[config.mk]
export PLATFORM = sky130hd
export DESIGN_NAME = hazard_flush_ctrl
export DESIGN_NICKNAME = d
export VERILOG_FILES = /design/src/rtl/hazard_flush_ctrl.sv
export SDC_FILE = /design/constraint.sdc
export NUM_CORES = 1
export LEC_CHECK = 0
export ABC_CLOCK_PERIOD_IN_PS = 2950
export CORE_UTILIZATION = 42
export DETAILED_ROUTE_END_ITERATION = 8
export PLACE_DENSITY = 0.74
export REMOVE_ABC_BUFFERS = 1
export SLEW_MARGIN = 20
export SYNTH_ARGS = -nofsm -noshare
export SYNTH_HDL_FRONTEND = slang
export SYNTH_SLANG_ARGS = --single-unit
[constraint.sdc]
create_clock -name i_clk -period 2.95 [get_ports i_clk]
set_clock_uncertainty 0.1 [all_clocks]
set_input_delay 0.885 -clock i_clk [delete_from_list [all_inputs] [get_ports i_clk]]
set_output_delay 0.885 -clock i_clk [all_outputs]
set_load 0.01 [all_outputs]
[src/rtl/hazard_flush_ctrl.sv]
// hazard_flush_ctrl: load-use stall, branch/jump fetch-kill control with
// a multi-cycle post-branch flush FSM and saturating kill/stall counters.
module hazard_flush_ctrl #(
    parameter int FLUSH_CYCLES = 1,
    parameter int CNT_W        = 16
) (
    input  logic             i_clk,
    input  logic             i_reset_n,
    input  logic [4:0]       i_id_rs,
    input  logic [4:0]       i_id_rt,
    input  logic             i_id_uses_rs,
    input  logic             i_id_uses_rt,
    input  logic             i_ex_mem_read,
    input  logic [4:0]       i_ex_rd,
    input  logic             i_branch_taken_ex,
    input  logic             i_jump_id,
    output logic             o_kill_if,
    output logic             o_kill_id,
    output logic             o_pc_stall,
    output logic             o_ifid_stall,
    output logic [1:0]       o_state,
    output logic [CNT_W-1:0] o_kill_cnt,
    output logic [CNT_W-1:0] o_stall_cnt
);
    typedef enum logic [1:0] {RUN = 2'd0, FLUSH = 2'd1} state_t;

    localparam logic [2:0] FC = 3'(FLUSH_CYCLES);

    state_t           r_state;
    logic [2:0]       r_fcnt;
    logic [CNT_W-1:0] r_kill_cnt;
    logic [CNT_W-1:0] r_stall_cnt;
    logic             w_lu;
    logic             w_flush;
    logic             w_kill_if;
    logic             w_kill_id;
    logic             w_stall;

    assign w_lu = i_ex_mem_read && (i_ex_rd != 5'd0) &&
                  ((i_id_uses_rs && (i_id_rs == i_ex_rd)) ||
                   (i_id_uses_rt && (i_id_rt == i_ex_rd)));
    assign w_flush = (r_state == FLUSH);

    // During FLUSH the ID slot holds a killed NOP, so lu and jump are ignored.
    always_comb begin
        w_kill_if = i_branch_taken_ex || w_flush || (!w_lu && i_jump_id);
        w_kill_id = i_branch_taken_ex || (!w_flush && w_lu);
        w_stall   = !i_branch_taken_ex && !w_flush && w_lu;
    end

    assign o_kill_if    = i_reset_n & w_kill_if;
    assign o_kill_id    = i_reset_n & w_kill_id;
    assign o_pc_stall   = i_reset_n & w_stall;
    assign o_ifid_stall = i_reset_n & w_stall;
    assign o_state      = r_state;
    assign o_kill_cnt   = r_kill_cnt;
    assign o_stall_cnt  = r_stall_cnt;

    always_ff @(posedge i_clk or negedge i_reset_n) begin
        if (!i_reset_n) begin
            r_state     <= RUN;
            r_fcnt      <= 3'd0;
            r_kill_cnt  <= '0;
            r_stall_cnt <= '0;
        end else begin
            if (i_branch_taken_ex) begin
                if (FC != 3'd0) begin
                    r_state <= FLUSH;
                    r_fcnt  <= FC;
                end
            end else if (w_flush) begin
                r_fcnt <= r_fcnt - 3'd1;
                if (r_fcnt == 3'd1) r_state <= RUN;
            end
            if (w_kill_if && (r_kill_cnt != '1)) r_kill_cnt <= r_kill_cnt + 1'b1;
            if (w_stall && (r_stall_cnt != '1)) r_stall_cnt <= r_stall_cnt + 1'b1;
        end
    end
endmodule

# [Word level (Yosys, flattened, before mapping)]
# Cells that the tools add are included.
[totals] ff_bits=37 output_inout_bits=38
[classes] n_addsub=3 eq_ne=6 mux=5 bitwise_logic=3 n_reduce_logical=21
[ops] op="$add A16 B1 Y16 const B" count=2
[ops] op="$ne A16 B16 Y1 const B" count=2
[ops] op="$eq A5 B5 Y1" count=2
[ops] op="$logic_and A1 B1 Y1" count=10
[ops] op="$mux W2" count=3
[ops] op="$mux W3" count=2
[ops] op="$reduce_bool A5 Y1" count=1
[ops] op="$logic_or A1 B1 Y1" count=4
[ops] op="$reduce_bool A2 Y1" count=2
[ops] op="$and A1 B1 Y1" count=3
[ops] op="$eq A3 B1 Y1 const B" count=1
[ops] op="$logic_not A1 Y1" count=3
[ops] op="$sub A3 B1 Y3 const B" count=1
[ops] op="$eq A2 B1 Y1 const B" count=1
[ops] op="$reduce_and A2 Y1" count=1

# [Longest topological paths before layout]
[depth] ltp_word=8 depth_mapped=7 depth_no_buf=7

# [Worst setup path before layout]
# OpenSTA, ideal clock, no wires.
[synth_path] path_type="input-to-output" from="in i_ex_rd[1]" to="out o_kill_if" arrival_time_ns=2.235 required_time_ns=1.965 setup_slack_ns=-0.270 stages=5 cell_sequence="or4_4 -> o21ai_2 -> and2b_2 -> nand2b_1 -> a21boi_0"
[synth_between] elab_chain_cells=8 elab_cells_between_ends=12 cone_classes="2 x eq/ne; 1 x bitwise; 9 x reduce/logical"
[synth_lines] element="start, declared" line="14" source="input logic [4:0] i_ex_rd,"
[synth_lines] element="$eq A5 B5 Y1, on equally long branches" line="40, 41"
[synth_lines] element="$logic_and A1 B1 Y1, on equally long branches" line="40, 41"
[synth_lines] element="$logic_or A1 B1 Y1" line="40" source="((i_id_uses_rs && (i_id_rs == i_ex_rd)) ||"
[synth_lines] element="$logic_and A1 B1 Y1 (*)" line="39" source="assign w_lu = i_ex_mem_read && (i_ex_rd != 5'd0) &&"
[synth_lines] element="$logic_not A1 Y1 (*)" line="46" source="w_kill_if = i_branch_taken_ex || w_flush || (!w_lu && i_jump_id);"
[synth_lines] element="$logic_and A1 B1 Y1 (*)" line="46"
[synth_lines] element="$logic_or A1 B1 Y1 (*)" line="46"
[synth_lines] element="$and A1 B1 Y1 (*)" line="51" source="assign o_kill_if = i_reset_n & w_kill_if;"
[synth_lines] element="end, declared" line="17" source="output logic o_kill_if,"
# Mark *: on every way between the ends. The rest lies on a longest branch, timed or not.

# [Worst setup path after layout]
[layout_path] from="in i_ex_rd[1]" to="out o_kill_id"
[layout_between] elab_chain_cells=7 elab_cells_between_ends=11 cone_classes="2 x eq/ne; 1 x bitwise; 8 x reduce/logical"
[layout_lines] element="$eq A5 B5 Y1, on equally long branches" line="40, 41"
[layout_lines] element="$logic_and A1 B1 Y1, on equally long branches" line="40, 41"
[layout_lines] element="$logic_or A1 B1 Y1" line="40"
[layout_lines] element="$logic_and A1 B1 Y1 (*)" line="39"
[layout_lines] element="$logic_and A1 B1 Y1 (*)" line="47" source="w_kill_id = i_branch_taken_ex || (!w_flush && w_lu);"
[layout_lines] element="$logic_or A1 B1 Y1 (*)" line="47"
[layout_lines] element="$and A1 B1 Y1 (*)" line="52" source="assign o_kill_id = i_reset_n & w_kill_id;"
[layout_lines] element="end, declared" line="18" source="output logic o_kill_id,"
# Marked as above.

==> metrics.csv <==
stage,metric,value,unit
outcome,status,"finished, violations left",
outcome,violations,setup timing,
clocking,cts.clk_slew.worst_paths,0.07,ns
synthesis,yosys.area.top_type_share,0.462,
synthesis,yosys-top-cells-area,"dfrtp_1, xnor2_1, xor2_1, nand4_1, nand2_1",
sta,hold_viol,0,
global_routing,track_usage,0.190,
global_routing,grt_pass1_vias,1653,
global_routing,met2_usage,0.335,
power,swShare,0.312,
synthesis,synth_cell_type_count,38,
worst_setup_path,worstPathRequired,1.97,ns
route,first_pass_iters,4,
cells_and_area,area_growth,46.7,%
place,gp_congestion,0.749,
synthesis,synth-edff-count,0,
global_routing,gr-usage-met1,0.234,
place,port_buffers,58,
clocking,cts_tree,built,
die,fp.dieArea,4910,um^2
power,power_leakage,1.29,nW
synthesis,syn_area,1950,um^2
route,final_antenna_net_count,0,
die,rows,24,
cells_and_area,drive_gt1_frac,0.201,
die,chipHeight,70.1,um
global_routing,grt-ovfl-total,0,
sta,min_period_over_period,1.12,
synthesis,ys_warn_count,0,
power,power_frac_clock,0.236,
clocking,clockBufferDepth,2,
power,combPwrFrac,0.320,
route,finalWirelength,4410,um
worst_setup_path,worstPathArrival,2.33,ns
die,io_pins,60,
global_routing,grt_pass1_wl,7470,um
power,p_per_area,551,nW/um^2
sta,finalWorstSetupSlack,-0.367,ns
global_routing,grt-busiest-layer,met2,
worst_setup_path,crit_buf_inv,2,
cells_and_area,fin_nets,294,
global_routing,antenna_found_initial,0,
worst_setup_path,worstSetupStartpointType,primary input,
cells_and_area,design_area,2860,um^2
synthesis,synthFlopType,dfrtp_1,
worst_setup_path,cp_max_fo,3,
synthesis,avgSynthCellArea,10.5,um^2
min_path,hold_path_class,register to register,
cells_and_area,antenna_cells,0,
worst_setup_path,critPathSlowestCell,or4_4,
cells_and_area,layout_common_cells,"clkdlybuf4s50_1, dfrtp_1, xnor2_1, buf_4, nand2_1",
power,seq_power_share,0.444,
synthesis,yosys.area.top_type,dfrtp_1,
run,drv_cap,0,
route,drcViolationCount,0,
power,switchingPower,0.491,mW
place,place_hpwl,3280,um
sta,min_period,3.32,ns
synthesis,ys_seq_elements,36,
power,intPower,1.08,mW
route,wl_per_cell,13.8,um
power,irDropWorstVdd,0.275,mV
clocking,htree_levels,2,
sta,hold_ws,0.388,ns
sta,setup-violations-final,4,
sta,maxSlewViolCount,0,
route,avgViaCountPerCell,5.11,
worst_setup_path,crit_family,simple AND/OR/NAND/NOR gates,
place,placedInstanceArea,2700,um^2
route,num_vias,1634,
die,die_x,70.1,um
synthesis,ys_seq_area_frac,0.462,
sta,rsz0062_at_grt,true,
worst_setup_path,worst-setup-path-type,primary input to primary output,
cells_and_area,layout_commonest_cell,clkdlybuf4s50_1,
global_routing,met3_usage,0.0476,
place,place_ws,-1.18,ns
route,drtIter0Drc,62,
clocking,cts-buffers-inserted,5,
synthesis,syn_inst,186,
clocking,cts_root_buf,clkbuf_8,
die,core_area,4410,um^2
synthesis,synth-async-reset-ratio,1.00,
clocking,clk_latency,0.28,ns
global_routing,grt_max_degree,37,
worst_setup_path,max_stage_delay,0.55,ns
sta,max_freq,301,MHz
clocking,clock_sinks,36,
clocking,cts.hold.buffers_added,0,
worst_setup_path,setup.worst_path.end_class,primary output,
worst_setup_path,path_cells,"buf_6, or4_4, o21ai_4, and2b_2, nor2b_4, o21a_1, buf_2",
die,start_util,0.441,
registers in the layout (all words and copies together), names as in the netlist:
register / count
o_stall_cnt: 16
r_fcnt: 3
o_state: 1
o_kill_cnt: 16
worst register-to-register path: cells and delay by family (launching register included):
family                    cells  cell delay (ns)
AOI/OAI and AO/OA             2             0.30
DFF                           1             0.54
buffers and inverters         2             0.36
and+or+nand+nor               3             0.63
xor gates and xnor gates      1             0.16
layer usage:
layer / up-vias / part of all wire
li1: 811 / -
met4: 0 / 0.0032
met2: 29 / 0.52
met5: - / 0
met3: 2 / 0.034
met1: 792 / 0.44
through the flow:
| step | std cells | TNS, ns | util | power, mW |
|---|---|---|---|---|
| 2_1_floorplan | 180 | -0.432 | - | 0.939 |
| 3_3_place_gp | 310 | -9.67 | 0.611 | 1.20 |
| 3_5_place_dp | 310 | -10.17 | 0.611 | 1.21 |
| 4_1_cts | 320 | -1.45 | 0.633 | 1.59 |
| 5_1_grt | 320 | -1.49 | 0.647 | 1.69 |
| 6_report | 320 | -1.24 | 0.647 | 1.58 |
cells in the mapped netlist, drive strengths merged, types with 2 or more instances:
cell / n
dfrtp: 36
xnor2: 25
nand2: 17
nand4: 15
xor2: 15
nor2: 10
nor3: 10
nand3: 6
buf: 5
inv: 5
ha: 4
nor4: 4
and3: 3
and4: 3
mux2: 3
nand2b: 3
a211oi: 2
a31oi: 2
and2: 2
o211ai: 2
worst paths after layout:
path / start / to / slack [ns] / depth (start not counted)
worst max register to register: o_state[0] / o_stall_cnt[5] / 0.80 / 8
worst max-delay path: i_ex_rd[1] / o_kill_id / -0.37 / 7
worst min-delay path: o_kill_cnt[9] / o_kill_cnt[9] / 0.39 / 1
worst min register to register: o_kill_cnt[9] / o_kill_cnt[9] / 0.39 / 1
max in group asynchronous: i_reset_n / o_kill_cnt[1] / 1.79 / 2
min in group asynchronous: i_reset_n / o_kill_cnt[2] / 0.64 / 2
cell type report:
type,count,area (um^2)
clock buffer,7,96.3
fill,380,1560
inverter,5,18.8
multi-input combinational,139,1020
sequential,36,901
tap,52,65.1
timing repair buffer,81,752
power by group through the flow:
stage	sequential, mW	combinational (mW)	clock [mW]
floorplan	0.716	0.223	0
global placement	0.703	0.495	0
detailed placement	0.706	0.508	0
CTS	0.699	0.508	0.388
global route	0.718	0.557	0.412
finish	0.700	0.504	0.371
cell families after synthesis:
| family | count (synthesis) | synth area share |
|---|---|---|
| mux | 3 | 0.0173 |
| compound gates | 14 | 0.0649 |
| xor+xnor | 40 | 0.180 |
| other cells | 1 | 0.00192 |
| buf+inv | 11 | 0.0308 |
| simple gates | 77 | 0.217 |
| fa+ha+maj | 4 | 0.0257 |
| flops | 36 | 0.462 |
what timing repair did:
| item | in CTS | in global routing |
|---|---|---|
| buffers inserted | 3 | 0 |
| resized for setup | 35 | 19 |
| setup endpoints to repair | 16 | 4 |
| pin swaps | 5 | 15 |
Power figures use the tool's default switching activity.
